$ cat src/rtl/prom_pkg.sv
// Shared types and constants for the program-ROM arbiter.
// A tag records which requester owns each in-flight ROM read.
package prom_pkg;

  localparam int AW_DEFAULT = 13;
  localparam int DW_DEFAULT = 16;
  localparam int STARVE_W   = 4;

  localparam logic PORT_FETCH = 1'b0;
  localparam logic PORT_DATA  = 1'b1;

  typedef struct packed {
    logic valid;
    logic port;
  } prom_tag_t;

endpackage

$ cat src/rtl/prom_arbiter_if.sv
// Requester and ROM-side signal bundle of the program-ROM arbiter.
// Handshake: a read is accepted in any cycle where *_req and *_gnt are both high;
// *_valid is a one-cycle pulse with no back-pressure, *_data holds until the next pulse.
interface prom_arbiter_if #(
  parameter int AW = 13,
  parameter int DW = 16
);
  logic          fetch_req;
  logic [AW-1:0] fetch_addr;
  logic          fetch_gnt;
  logic          fetch_valid;
  logic [DW-1:0] fetch_data;

  logic          dport_req;
  logic [AW-1:0] dport_addr;
  logic          dport_gnt;
  logic          dport_valid;
  logic [DW-1:0] dport_data;

  logic [AW-1:0] rom_ad;
  logic          rom_ce;
  logic          rom_oce;
  logic          rom_reset;
  logic [DW-1:0] rom_dout;

  logic [3:0]    dbg_starve_cnt;

  modport slave (
    input  fetch_req, fetch_addr, dport_req, dport_addr, rom_dout,
    output fetch_gnt, fetch_valid, fetch_data,
    output dport_gnt, dport_valid, dport_data,
    output rom_ad, rom_ce, rom_oce, rom_reset, dbg_starve_cnt
  );

  modport master (
    output fetch_req, fetch_addr, dport_req, dport_addr, rom_dout,
    input  fetch_gnt, fetch_valid, fetch_data,
    input  dport_gnt, dport_valid, dport_data,
    input  rom_ad, rom_ce, rom_oce, rom_reset, dbg_starve_cnt
  );
endinterface

$ cat src/rtl/prom_tag_pipe.sv
// Shift register of {valid, port} tags tracking ROM reads in flight.
// Depth equals the ROM read latency so the last stage lines up with rom_dout.
module prom_tag_pipe
  import prom_pkg::*;
#(
  parameter int DEPTH = 1
) (
  input  logic      clk,
  input  logic      rst_n,
  input  prom_tag_t tag_i,
  output prom_tag_t tag_o
);

  prom_tag_t stage_q [DEPTH];

  always_ff @(posedge clk or negedge rst_n) begin
    if (!rst_n) begin
      for (int i = 0; i < DEPTH; i++) stage_q[i] <= '0;
    end else begin
      stage_q[0] <= tag_i;
      for (int i = 1; i < DEPTH; i++) stage_q[i] <= stage_q[i-1];
    end
  end

  assign tag_o = stage_q[DEPTH-1];

endmodule

$ cat src/rtl/prom_arbiter.sv
// Shares the single-port program ROM between CPU fetch and the data port.
// Fetch has priority, but the data port is forced in after MAX_STARVE fetch wins.
module prom_arbiter
  import prom_pkg::*;
#(
  parameter int ROM_LATENCY = 1,
  parameter int MAX_STARVE  = 4,
  parameter int AW          = AW_DEFAULT,
  parameter int DW          = DW_DEFAULT
) (
  input  logic            clk,
  input  logic            reset_n,
  prom_arbiter_if.slave   bus
);

  localparam logic [STARVE_W-1:0] STARVE_MAX = STARVE_W'(MAX_STARVE);

  logic                rom_reset_q;
  logic [STARVE_W-1:0] starve_q, starve_d;
  logic [AW-1:0]       last_ad_q, rom_ad_d;
  logic                fetch_gnt, dport_gnt, starve_hit;
  prom_tag_t           tag_in, tag_out;
  logic                fetch_valid_q, dport_valid_q;
  logic [DW-1:0]       fetch_data_q, dport_data_q;

  // Grants are blocked while the ROM itself is still held in reset.
  always_comb begin
    starve_hit = bus.dport_req && (starve_q == STARVE_MAX);
    fetch_gnt  = !rom_reset_q && bus.fetch_req && !starve_hit;
    dport_gnt  = !rom_reset_q && bus.dport_req && !fetch_gnt;
  end

  always_comb begin
    starve_d = starve_q;
    if (!bus.dport_req || dport_gnt) begin
      starve_d = '0;
    end else if (fetch_gnt && (starve_q != STARVE_MAX)) begin
      starve_d = starve_q + 1'b1;
    end
  end

  always_comb begin
    rom_ad_d = last_ad_q;
    if (fetch_gnt) begin
      rom_ad_d = bus.fetch_addr;
    end else if (dport_gnt) begin
      rom_ad_d = bus.dport_addr;
    end
  end

  always_comb begin
    tag_in.valid = fetch_gnt || dport_gnt;
    tag_in.port  = dport_gnt ? PORT_DATA : PORT_FETCH;
  end

  always_ff @(posedge clk or negedge reset_n) begin
    if (!reset_n) begin
      rom_reset_q <= 1'b1;
      starve_q    <= '0;
      last_ad_q   <= '0;
    end else begin
      rom_reset_q <= 1'b0;
      starve_q    <= starve_d;
      last_ad_q   <= rom_ad_d;
    end
  end

  prom_tag_pipe #(
    .DEPTH (ROM_LATENCY)
  ) u_tag_pipe (
    .clk   (clk),
    .rst_n (reset_n),
    .tag_i (tag_in),
    .tag_o (tag_out)
  );

  // The last tag stage is aligned with valid rom_dout; capture it for its owner.
  always_ff @(posedge clk or negedge reset_n) begin
    if (!reset_n) begin
      fetch_valid_q <= 1'b0;
      dport_valid_q <= 1'b0;
      fetch_data_q  <= '0;
      dport_data_q  <= '0;
    end else begin
      fetch_valid_q <= tag_out.valid && (tag_out.port == PORT_FETCH);
      dport_valid_q <= tag_out.valid && (tag_out.port == PORT_DATA);
      if (tag_out.valid && (tag_out.port == PORT_FETCH)) fetch_data_q <= bus.rom_dout;
      if (tag_out.valid && (tag_out.port == PORT_DATA))  dport_data_q <= bus.rom_dout;
    end
  end

  assign bus.fetch_gnt      = fetch_gnt;
  assign bus.dport_gnt      = dport_gnt;
  assign bus.fetch_valid    = fetch_valid_q;
  assign bus.dport_valid    = dport_valid_q;
  assign bus.fetch_data     = fetch_data_q;
  assign bus.dport_data     = dport_data_q;
  assign bus.rom_ad         = rom_ad_d;
  assign bus.rom_ce         = fetch_gnt || dport_gnt;
  assign bus.rom_oce        = 1'b1;
  assign bus.rom_reset      = rom_reset_q;
  assign bus.dbg_starve_cnt = starve_q;

endmodule
$ cat src/flat_wrapper.sv
// flat-port wrapper written by rule: the top's interface ports become plain ports
module prom_arbiter_flat import prom_pkg::*;
#(
  parameter int ROM_LATENCY = 1,
  parameter int MAX_STARVE  = 4,
  parameter int AW          = AW_DEFAULT,
  parameter int DW          = DW_DEFAULT
)
  (clk, reset_n, bus_fetch_req, bus_fetch_addr, bus_dport_req, bus_dport_addr, bus_rom_dout, bus_fetch_gnt, bus_fetch_valid, bus_fetch_data, bus_dport_gnt, bus_dport_valid, bus_dport_data, bus_rom_ad, bus_rom_ce, bus_rom_oce, bus_rom_reset, bus_dbg_starve_cnt);
  prom_arbiter_if #(.AW(AW), .DW(DW)) bus_i ();
  input  logic clk;
  input  logic reset_n;
  input wire logic [$bits(bus_i.fetch_req)-1:0] bus_fetch_req;
  input wire logic [$bits(bus_i.fetch_addr)-1:0] bus_fetch_addr;
  input wire logic [$bits(bus_i.dport_req)-1:0] bus_dport_req;
  input wire logic [$bits(bus_i.dport_addr)-1:0] bus_dport_addr;
  input wire logic [$bits(bus_i.rom_dout)-1:0] bus_rom_dout;
  output wire logic [$bits(bus_i.fetch_gnt)-1:0] bus_fetch_gnt;
  output wire logic [$bits(bus_i.fetch_valid)-1:0] bus_fetch_valid;
  output wire logic [$bits(bus_i.fetch_data)-1:0] bus_fetch_data;
  output wire logic [$bits(bus_i.dport_gnt)-1:0] bus_dport_gnt;
  output wire logic [$bits(bus_i.dport_valid)-1:0] bus_dport_valid;
  output wire logic [$bits(bus_i.dport_data)-1:0] bus_dport_data;
  output wire logic [$bits(bus_i.rom_ad)-1:0] bus_rom_ad;
  output wire logic [$bits(bus_i.rom_ce)-1:0] bus_rom_ce;
  output wire logic [$bits(bus_i.rom_oce)-1:0] bus_rom_oce;
  output wire logic [$bits(bus_i.rom_reset)-1:0] bus_rom_reset;
  output wire logic [$bits(bus_i.dbg_starve_cnt)-1:0] bus_dbg_starve_cnt;
  assign bus_i.fetch_req = bus_fetch_req;
  assign bus_i.fetch_addr = bus_fetch_addr;
  assign bus_i.dport_req = bus_dport_req;
  assign bus_i.dport_addr = bus_dport_addr;
  assign bus_i.rom_dout = bus_rom_dout;
  assign bus_fetch_gnt = bus_i.fetch_gnt;
  assign bus_fetch_valid = bus_i.fetch_valid;
  assign bus_fetch_data = bus_i.fetch_data;
  assign bus_dport_gnt = bus_i.dport_gnt;
  assign bus_dport_valid = bus_i.dport_valid;
  assign bus_dport_data = bus_i.dport_data;
  assign bus_rom_ad = bus_i.rom_ad;
  assign bus_rom_ce = bus_i.rom_ce;
  assign bus_rom_oce = bus_i.rom_oce;
  assign bus_rom_reset = bus_i.rom_reset;
  assign bus_dbg_starve_cnt = bus_i.dbg_starve_cnt;
  prom_arbiter #(.ROM_LATENCY(ROM_LATENCY), .MAX_STARVE(MAX_STARVE), .AW(AW), .DW(DW)) u_core (.clk(clk), .reset_n(reset_n), .bus(bus_i));
endmodule
$ cat config.mk
export PLATFORM = sky130hd
export DESIGN_NAME = prom_arbiter_flat
export DESIGN_NICKNAME = d
export VERILOG_FILES = /design/src/rtl/prom_pkg.sv /design/src/rtl/prom_arbiter_if.sv /design/src/rtl/prom_tag_pipe.sv /design/src/rtl/prom_arbiter.sv /design/src/flat_wrapper.sv
export SDC_FILE = /design/constraint.sdc
export NUM_CORES = 1
export LEC_CHECK = 0
export ABC_AREA = 0
export BUFFER_PORTS_ARGS = -buffer_cell sky130_fd_sc_hd__buf_2
export CAP_MARGIN = 20
export CORE_MARGIN = 3
export CORE_UTILIZATION = 44
export CTS_BUF_LIST = sky130_fd_sc_hd__clkbuf_2
export DETAILED_ROUTE_END_ITERATION = 16
export PLACE_DENSITY = 0.78
export SYNTH_ARGS = -nofsm -noshare
export SYNTH_HDL_FRONTEND = slang
export SYNTH_SLANG_ARGS = --single-unit
$ cat constraint.sdc
create_clock -name clk -period 1.4 [get_ports clk]
set_input_delay 0.07 -clock clk [delete_from_list [all_inputs] [get_ports clk]]
set_output_delay 0.07 -clock clk [all_outputs]
set_load 0.1 [all_outputs]
==> results of run 1 <==
[timing repair]
action / 4_1_cts / 5_1_grt
pin swaps: 2 / 1
buffers inserted: 3 / 3
gates cloned: 1 / 0
endpoints found under the setup margin: 40 / 70
hold endpoints to repair: 100 / 9
resized for setup: 74 / 37
[state kept, by name (all words and copies together) (netlist names)]
name	count
u_core.bus.rom_reset	1
u_core.u_tag_pipe.tag_o	2
u_core.bus.fetch_data	16
u_core.bus.fetch_valid	1
u_core.bus.dport_valid	1
u_core.last_ad_q	13
u_core.bus.dport_data	16
u_core.bus.dbg_starve_cnt	4
[stage by stage]
stage | area (um2) | hold WS [ps] | setup WS, ps
3_5_place_dp | 3130 | 30.1 | -484
3_3_place_gp | 3130 | 32.2 | -464
4_1_cts | 3820 | -18.1 | -872
5_1_grt | 3890 | -36.3 | -996
2_1_floorplan | 2350 | -226 | -1220
6_report | 3890 | 13.5 | -868
[kinds of logic after synthesis]
group / share of synthesized area (%)
flip-flops: 58.6
other: 0.325
buffers and inverters: 3.95
AO/OA/AOI/OAI: 1.90
adder cells (fa/ha/maj): 1.08
multiplexers: 30.9
AND/OR/NAND/NOR: 3.30
[synthesized netlist by cell type (2+ instances only)]
cell and number:
inv_1 6, nand3_1 3, o21ai_0 2, conb_1 2, nand2_1 4, buf_2 3, buf_4 3, mux2_4 16
dfrtp_1 53, ha_1 2, mux2_2 42
[area by class of cell]
cell class | instances | area, um2
fill | 276 | 1020
clock buffer | 6 | 30.0
inverter | 6 | 26.3
multi-input combinational | 82 | 923
clock inverter | 2 | 15.0
tap | 67 | 83.8
sequential | 54 | 1370
timing repair buffer | 155 | 1440
[final timing paths]
kind	from	endpoint	slack, ps
max	u_core.bus.rom_reset	bus_rom_ad[12]	-870
min	bus_dport_addr[10]	u_core.last_ad_q[10]	10
max reg2reg	u_core.bus.rom_reset	u_core.last_ad_q[6]	-470
min reg2reg	u_core.bus.fetch_data[13]	u_core.bus.fetch_data[13]	540
max in group asynchronous	reset_n	u_core.bus.rom_reset	820
min in group asynchronous	reset_n	u_core.bus.fetch_data[8]	80
[power by group through the flow]
stage               combinational (W)  sequential, W  clock [W]
detailed placement            0.00291        0.00196          0
CTS                           0.00325        0.00193   0.000638
global route                  0.00346        0.00197   0.000708
floorplan                    0.000916        0.00343          0
global placement              0.00288        0.00195          0
finish                        0.00336        0.00194   0.000612
[metal layers]
metal | up-vias | GRT usage [%]
met5 | - | 0
met4 | 0 | 4.90
met3 | 6 | 7.00
met2 | 80 | 38.9
met1 | 869 | 25.6
li1 | 827 | -
[worst min-delay path, delay by kind of cell]
kind	cells	cell delay, ps
buffers and inverters	1	70
multiplexers	2	280
==> impl_metrics.csv, run 1 <==
group,metric,value,unit
clocking,clkSinkCount,54,
critical_path,cp_data_required_time,1330,ps
floorplan,start_util,47.0,%
timing,period_needed,2270,ps
clocking,cts_root_buf,"clkbuf_2",
drt,dr.first_iter.drc_count,49,
synthesis,syn_nets,198,
worst_hold_path,min_path_type,"in2reg",
critical_path,cpMostUsedCell,"buf_12",
synthesis,synth_area_per_cell,15.4,um2
critical_path,cp_num_buf_inv,2,
drt,m1WireLength,2590,um
timing,finalClockSkew,14.1,ps
drt,routed_wl,6370,um
floorplan,dieArea,6150,um2
grt,antenna_found_initial,0,
synthesis,ys_top_cells_by_area,"dfrtp_1, mux2_2, mux2_4",
synthesis,synth_top_area_share,57.4,%
pwr,clkPwrFrac,10.4,%
placement,io_buffers,100,
timing,setup_viol_count_final,36,
clocking,cts_tree,"yes",
pwr,internal-power,0.00291,W
final_layout,final_util,79.2,%
synthesis,syn-instance-count,150,
pwr,seqPwrFrac,32.8,%
clocking,path_clk_slew,270,ps
placement,gp_congestion,0.770,
critical_path,critPathMaxStageDelay,680,ps
critical_path,critPathArrivalTime,2200,ps
final_layout,layout.nets,352,
drt,drtPass1Iterations,4,
drt,ant_nets,0,
placement,place_inst,328,
synthesis,yosysTopAreaCell,"dfrtp_1",
grt,grt_use_total,21.8,%
synthesis,ys_seq_area_share,58.6,%
final_layout,final_cell_mix,"dfrtp_1, buf_2, mux2_2",
critical_path,crit_fanout,10,
placement,dp_hpwl,3770,um
run,drv_cap,0,
outcome,status,"finished with violations",
grt,overflow,0,
pwr,p_leak,1.88,nW
clocking,hold_buffers,32,
drt,wl_met2,3330,um
clocking,clock_path_buffers,2,
final_layout,layout-drive-gt1-share,66.2,%
synthesis,ys_ff_latch,54,
timing,slew_viol_final,0,
critical_path,cpMaxStageDelayCell,"dfstp_4",
timing,rsz0062_at_grt,"yes",
pwr,sw_frac_of_total,50.8,%
grt,grt_pass1_wl,10400,um
drt,wl_met3,419,um
outcome,violations,"negative setup slack",
timing,fin_ws,-868,ps
timing,fin_setup_tns,-17420,ps
final_layout,mostFrequentLayoutCell,"dfrtp_1",
critical_path,crit_chain,"nand2b_4 -> buf_12 -> mux2_2 -> mux2_4 -> buf_12",
timing,fmax,441,MHz
pwr,pwr-share-comb,56.8,%
synthesis,synth_edf_count,0,
drt,via_per_inst,4.79,
clocking,htree_levels,2,
synthesis,yosys.cell_types.count,25,
pwr,totalPowerFinal,0.00591,W
floorplan,rows,25,
drt,routed-via-count,1782,
pwr,ir_drop,0.960,mV
floorplan,die_x,78.5,um
final_layout,areaGrowthSynthToFinish,68.4,%
floorplan,io-pin-count,102,
floorplan,die_h,78.5,um
timing,finalHoldViolCount,0,
critical_path,crit_type,"reg2out",
pwr,power_density,1520,nW/um2
grt,first_global_vias,2020,
critical_path,endpoint_kind,"output port",
critical_path,crit_cells,5,
critical_path,rr_worst_depth,6,
critical_path,crit_family,"flip-flops",
floorplan,core,4910,um2
synthesis,synth_ff_type,"dfrtp_1",
drt,route.top_layer_used,"met4",
synthesis,yosysWarnings,0,
drt,wl_per_cell,17.1,um
clocking,worstSkewPairLatency,420,ps
synthesis,ys_async_sr_fraction,100,%
synthesis,synthesis.area,2310,um2
worst_hold_path,hold_depth,3,
drt,drc,0,
critical_path,worstSetupStartpointType,"flip-flop",
timing,period_share,162,%
pwr,p_sw,0.00300,W
final_layout,stdcell_count,372,
grt,grt_max_degree,24,
clocking,cts_buffers,5,
final_layout,n_antenna_cell,0,
No activity file was read; power rests on OpenSTA's default activity.
==> inputs of run 2 (changes only) <==
Clock period 1.4 ns to 1.9 ns, I/O delays scaled along.
==> run 2 against run 1 <==
Via count is 2.2% higher. The flow still finishes with violations (negative setup slack). Non-clock buffer count is 1 higher. Sequential power is 26% lower. Clock power is 5.6% lower. Clock-buffer cell count is the same.
==> impl_metrics.csv, run 2 (synthesis gave the netlist of run 1 again) <==
group,metric,value,unit
critical_path,crit_fanout,9,
placement,post_dp_cell_area,3000,um2
placement,gp_congestion,0.816,
final_layout,layout-drive-gt1-share,63.1,%
outcome,violations,"negative setup slack",
pwr,clkPwrFrac,13.2,%
final_layout,nFillCells,311,
floorplan,core,4910,um2
grt,antenna_found_initial,0,
drt,wl_met3,540,um
floorplan,io-pin-count,102,
pwr,pwr-share-comb,54.3,%
worst_hold_path,min_path_type,"in2reg",
final_layout,mostFrequentLayoutCell,"buf_2",
critical_path,cp_num_buf_inv,2,
critical_path,critPathArrivalTime,2170,ps
clocking,cts_buffers,5,
drt,drtPass1Iterations,4,
final_layout,n_antenna_cell,0,
critical_path,cpMaxStageDelayCell,"dfstp_4",
pwr,p_leak,1.84,nW
timing,rsz0062_at_grt,"yes",
clocking,cts_root_buf,"clkbuf_2",
pwr,power_density,1160,nW/um2
timing,finalHoldViolCount,0,
timing,setup_viol_count_final,16,
timing,period_needed,2260,ps
drt,wl_met2,3310,um
clocking,path_clk_slew,260,ps
critical_path,critPathMaxStageDelay,670,ps
critical_path,crit_family,"flip-flops",
placement,io_buffers,100,
critical_path,crit_chain,"nand2b_4 -> buf_12 -> mux2_2 -> mux2_4 -> buf_12",
floorplan,start_util,47.0,%
drt,ant_nets,0,
drt,drc,0,
pwr,p_sw,0.00220,W
timing,fin_ws,-362,ps
grt,grt_pass1_wl,9700,um
timing,period_share,119,%
clocking,htree_levels,2,
critical_path,cp_data_required_time,1800,ps
drt,routed-via-count,1822,
timing,slew_viol_final,0,
drt,wl_per_cell,17.0,um
pwr,ir_drop,0.631,mV
pwr,seqPwrFrac,32.5,%
critical_path,crit_type,"reg2out",
drt,route.top_layer_used,"met4",
placement,dp_hpwl,3660,um
final_layout,layout.nets,353,
clocking,worstSkewPairLatency,410,ps
final_layout,final_cell_mix,"buf_2, dfrtp_1, dlygate4sd3_1",
drt,via_per_inst,4.88,
timing,fmax,442,MHz
pwr,internal-power,0.00219,W
pwr,sw_frac_of_total,50.0,%
drt,routed_wl,6350,um
critical_path,cpMostUsedCell,"buf_12",
clocking,cts_tree,"yes",
clocking,clock_path_buffers,2,
drt,dr.first_iter.drc_count,78,
grt,grt_max_degree,20,
run,drv_cap,0,
critical_path,worstSetupStartpointType,"flip-flop",
grt,overflow,0,
final_layout,areaGrowthSynthToFinish,63.3,%
clocking,clkSinkCount,54,
floorplan,rows,25,
timing,holdWs,60.4,ps
outcome,status,"finished with violations",
floorplan,dieArea,6150,um2
timing,finalClockSkew,10.5,ps
drt,m1WireLength,2420,um
grt,first_global_vias,1918,
floorplan,die_h,78.5,um
floorplan,die_x,78.5,um
grt,grt_use_total,20.4,%
final_layout,final_cell_area,3770,um2
critical_path,endpoint_kind,"output port",
## run 2: what timing repair did
| action | in CTS | in global routing |
|---|---|---|
| hold buffers | 35 | 7 |
| buffers inserted | 0 | 3 |
| pin swaps | 0 | 1 |
| endpoints found under the hold margin | 102 | 7 |
| setup endpoints to repair | 16 | 16 |
| resized for setup | 49 | 18 |
## run 2: per-stage QoR
step	worst slack (ps)	TNS (ps)	power (W)	instances	utilization, %
2_1_floorplan	-721	-5380	0.00320	150	-
3_3_place_gp	10.9	0	0.00353	320	61.1
3_5_place_dp	-23.9	-49.3	0.00356	320	61.1
4_1_cts	-375	-5270	0.00432	363	73.4
5_1_grt	-522	-7820	0.00456	373	76.8
6_report	-362	-5230	0.00439	373	76.8
## run 2: worst min-delay path, stage by stage
cell,delay [ps]
buf_2,80
mux2_4,130
mux2_4,160
## run 2: path summary, 6_finish.rpt
kind / end / slack [ps] / start / cells past startpoint
hold reg to reg: u_core.bus.dport_data[12] / 530 / u_core.bus.dport_data[12] / 1
setup / recovery: bus_rom_ad[1] / -360 / u_core.bus.rom_reset / 5
max in group asynchronous: u_core.bus.rom_reset / 1150 / reset_n / 3
min in group asynchronous: u_core.bus.dport_data[6] / 100 / reset_n / 2
hold / removal: u_core.last_ad_q[8] / 60 / bus_dport_addr[8] / 3
setup reg to reg: u_core.bus.dbg_starve_cnt[3] / 130 / u_core.bus.rom_reset / 5
## run 2: power groups by stage
stage | clock network [W] | registers (W) | logic [W]
finish | 0.000578 | 0.00143 | 0.00238
floorplan | 0 | 0.00253 | 0.000675
detailed placement | 0 | 0.00145 | 0.00211
global route | 0.000659 | 0.00146 | 0.00245
global placement | 0 | 0.00144 | 0.00209
CTS | 0.000594 | 0.00142 | 0.00231
## run 2: layout make-up
cell class / count / area (um2) / area share [%]
Tap cell: 67 / 83.8 / 2.22
Clock inverter: 2 / 37.5 / 0.995
Inverter: 6 / 28.8 / 0.763
Sequential cell: 54 / 1370 / 36.2
Clock buffer: 6 / 30.0 / 0.796
Multi-Input combinational cell: 82 / 923 / 24.5
Timing Repair Buffer: 156 / 1300 / 34.5
## run 2: metal layers
layer  vias to the layer above  GRT usage (%)
li1                        833              -
met1                       888           23.8
met2                        93           36.1
met3                         8           6.65
met4                         0           4.90
met5                         -              0
==> inputs of run 3 (changes only) <==
Settings changed: ABC_AREA 0 to 1, CORE_UTILIZATION 44 to 43, PLACE_DENSITY 0.78 to 0.77.
==> run 3 against run 2 <==
The run still ends with negative setup slack left. Core utilization rose by 7.2 points. Clock skew up 1.2 ps. Sequential cell count stayed put. Total power shrank 4.4%. Final cell count is 25% higher. Sequential power is essentially flat. Critical path type unchanged. Largest cell class is now buffers. Largest power group unchanged.
==> impl_metrics.csv, run 3 <==
group,metric,value,unit
grt,overflow,0,
critical_path,cpMaxStageDelayCell,"dfrtp_4",
outcome,status,"finished with violations",
critical_path,cp_data_required_time,1800,ps
critical_path,crit_chain,"inv_4 -> ha_4 -> nand2_2 -> inv_2 -> nand2_4 -> nand2_8 -> buf_6 -> nand3_2 -> nand3_4 -> buf_12",
pwr,seqPwrFrac,33.7,%
pwr,clkPwrFrac,13.9,%
floorplan,die_h,77.8,um
critical_path,crit_type,"reg2out",
pwr,sw_frac_of_total,51.0,%
pwr,ir_drop,0.722,mV
critical_path,cp_num_buf_inv,4,
timing,setup_viol_count_final,14,
final_layout,areaGrowthSynthToFinish,83.7,%
synthesis,synthesis.area,2220,um2
synthesis,synth_top_family_by_area,"simple AND/OR/NAND/NOR gates",
critical_path,crit_fanout,6,
pwr,p_leak,2.04,nW
timing,finalHoldViolCount,0,
clocking,cts_tree,"yes",
grt,grt_max_degree,34,
critical_path,critPathArrivalTime,2040,ps
final_layout,multiInputGateArea,1070,um2
pwr,pwr-share-comb,52.4,%
synthesis,syn-instance-count,240,
timing,rsz0062_at_grt,"yes",
synthesis,synth_top_area_share,59.8,%
placement,dp_hpwl,4130,um
synthesis,ys_top_cells_by_area,"dfrtp_1, nand3_1, nand2_1",
synthesis,ys_top_cells_by_count,"dfrtp_1, nand2_1, nand3_1",
final_layout,final_cell_mix,"buf_2, nand2_1, dfrtp_1",
synthesis,yosysTopAreaCell,"dfrtp_1",
timing,period_share,112,%
synthesis,synthMuxAreaShare,0,%
drt,wl_per_cell,17.6,um
drt,via_per_inst,5.16,
critical_path,r2r-start,"u_core.bus.dbg_starve_cnt[1]",
clocking,worstSkewPairLatency,440,ps
floorplan,start_util,45.7,%
grt,antenna_found_initial,0,
worst_hold_path,hp-start,"bus_fetch_addr[5]",
floorplan,dieArea,6050,um2
final_layout,seq_area,1370,um2
pwr,totalPowerFinal,0.00420,W
worst_hold_path,min_path_type,"in2reg",
synthesis,synth_ff_type,"dfrtp_1",
grt,grt_use_total,27.6,%
final_layout,layout-drive-gt1-share,43.6,%
final_layout,n_antenna_cell,0,
synthesis,synth_area_per_cell,9.24,um2
critical_path,r2r_slack,330,ps
synthesis,synth_compound_area_share,8.52,%
drt,drtPass1Iterations,4,
synthesis,synthAdderAreaFrac,1.13,%
drt,dr.first_iter.drc_count,140,
synthesis,synth_xor_area_share,0.395,%
critical_path,critPathMaxStageDelay,570,ps
final_layout,layout.nets,448,
critical_path,rr_worst_depth,9,
final_layout,final_cell_area,4070,um2
clocking,clock_path_buffers,2,
critical_path,rr_endpoint,"u_core.last_ad_q[2]",
synthesis,synth_edf_count,0,
synthesis,ys_async_sr_fraction,100,%
synthesis,ys_seq_area_share,61.0,%
synthesis,ys_ff_latch,54,
synthesis,yosysWarnings,0,
synthesis,yosys.cell_types.count,23,
grt,first_global_vias,2497,
timing,tightest_slew,819,ps
synthesis,synth-simple-area-share,20.8,%
drt,routed-via-count,2416,
floorplan,core,4850,um2
grt,grt_pass1_wl,13000,um
drt,ant_nets,0,
run,drv_cap,0,
timing,slew_viol_final,0,
drt,routed_wl,8230,um
timing,fmax,468,MHz
critical_path,worstSetupStartpointType,"flip-flop",
timing,finalClockSkew,11.8,ps
clocking,htree_levels,2,
floorplan,io-pin-count,102,
synthesis,syn_nets,288,
placement,post_dp_cell_area,3260,um2
floorplan,rows,25,
timing,period_needed,2130,ps
pwr,p_sw,0.00214,W
outcome,violations,"negative setup slack",
worst_hold_path,min_to,"u_core.last_ad_q[5]",
final_layout,nFillCells,245,
critical_path,crit_family,"flip-flops",
placement,io_buffers,100,
floorplan,die_x,77.8,um
clocking,path_clk_slew,270,ps
timing,max-slew-margin-rel,45.4,%
clocking,cts_buffers,5,
timing,holdWs,67.9,ps
placement,gp_congestion,0.840,
drt,drc,0,
timing,fin_ws,-235,ps
pwr,power_density,1030,nW/um2
worst_hold_path,hold_depth,4,
final_layout,mostFrequentLayoutCell,"buf_2",
pwr,internal-power,0.00206,W
critical_path,endpoint_kind,"output port",
clocking,clkSinkCount,54,
clocking,cts_root_buf,"clkbuf_2",
[run 3: changes by cell type after synthesis, moves of 2 or more]
cell,previous run,this run
clkbuf_1,0,5
inv_1,6,28
mux2_4,16,0
o21ai_0,2,34
mux2_2,42,0
nand3_1,3,42
nand2_1,4,53
nor2_1,1,3
[run 3: kinds of logic (layout without fill, tap and decap cells)]
group,Yosys count,count (layout)
compound gates,37,38
xor+xnor,1,1
fa+ha+maj,2,2
buf+inv,41,201
flops,54,54
other cells,2,2
simple gates,103,103
[run 3: how the worst max path moves through the flow]
stage | start | end | slack [ps] | cells past startpoint
after CTS | u_core.bus.dbg_starve_cnt[0] | bus_rom_ad[10] | -160 | 10
after global routing | u_core.bus.dbg_starve_cnt[1] | bus_rom_ad[9] | -320 | 10
final | u_core.bus.dbg_starve_cnt[1] | bus_rom_ad[9] | -230 | 10
after detailed placement | u_core.bus.dbg_starve_cnt[0] | bus_dport_gnt | 210 | 9
after global placement | u_core.bus.dbg_starve_cnt[0] | bus_dport_gnt | 250 | 9
after floorplan | u_core.bus.dbg_starve_cnt[1] | u_core.u_tag_pipe.tag_o[0] | -820 | 8
[run 3: area by class of cell]
class	instances	area share (%)
clock buffer	6	0.737
clock inverter	2	0.922
inverter	29	2.89
multi-input combinational	146	26.2
sequential	54	33.5
tap	67	2.06
timing repair buffer	164	33.6
[run 3: worst min-delay path: cells and delay by family]
family | cells | cell delay, ps
and+or+nand+nor | 2 | 220
buffers and inverters | 2 | 180
[run 3: timing repair]
action                                 4_1_cts  5_1_grt
setup buffers                                7        7
hold buffers                                43        0
gates resized for setup                     33        1
pin swaps                                   13        3
gates cloned                                 2        0
setup endpoints to repair                   16       16
endpoints found under the hold margin       68        0
[run 3: per-layer routing]
metal	vias to the layer above	part of all wire (%)	track usage, %
met3	22	9.5	5.80
met1	1144	38	34.6
li1	1096	-	-
met5	-	0	0
met2	154	49	47.6
met4	0	3.4	8.72
[run 3: power by group through the flow]
stage / combinational, W / clock [W] / sequential [W]
2_1_floorplan: 0.000582 / 0 / 0.00239
3_3_place_gp: 0.00200 / 0 / 0.00142
3_5_place_dp: 0.00202 / 0 / 0.00142
4_1_cts: 0.00214 / 0.000594 / 0.00140
5_1_grt: 0.00227 / 0.000628 / 0.00143
6_report: 0.00220 / 0.000585 / 0.00141
[run 3: metrics by stage]
stage	worst slack [ps]	std cells	setup TNS (ps)	utilization, %
floorplan	-819	240	-1570	-
global placement	250	401	0	67.3
detailed placement	209	401	0	67.3
CTS	-160	461	-1930	82.8
global route	-318	468	-4080	84.0
finish	-235	468	-2800	84.0
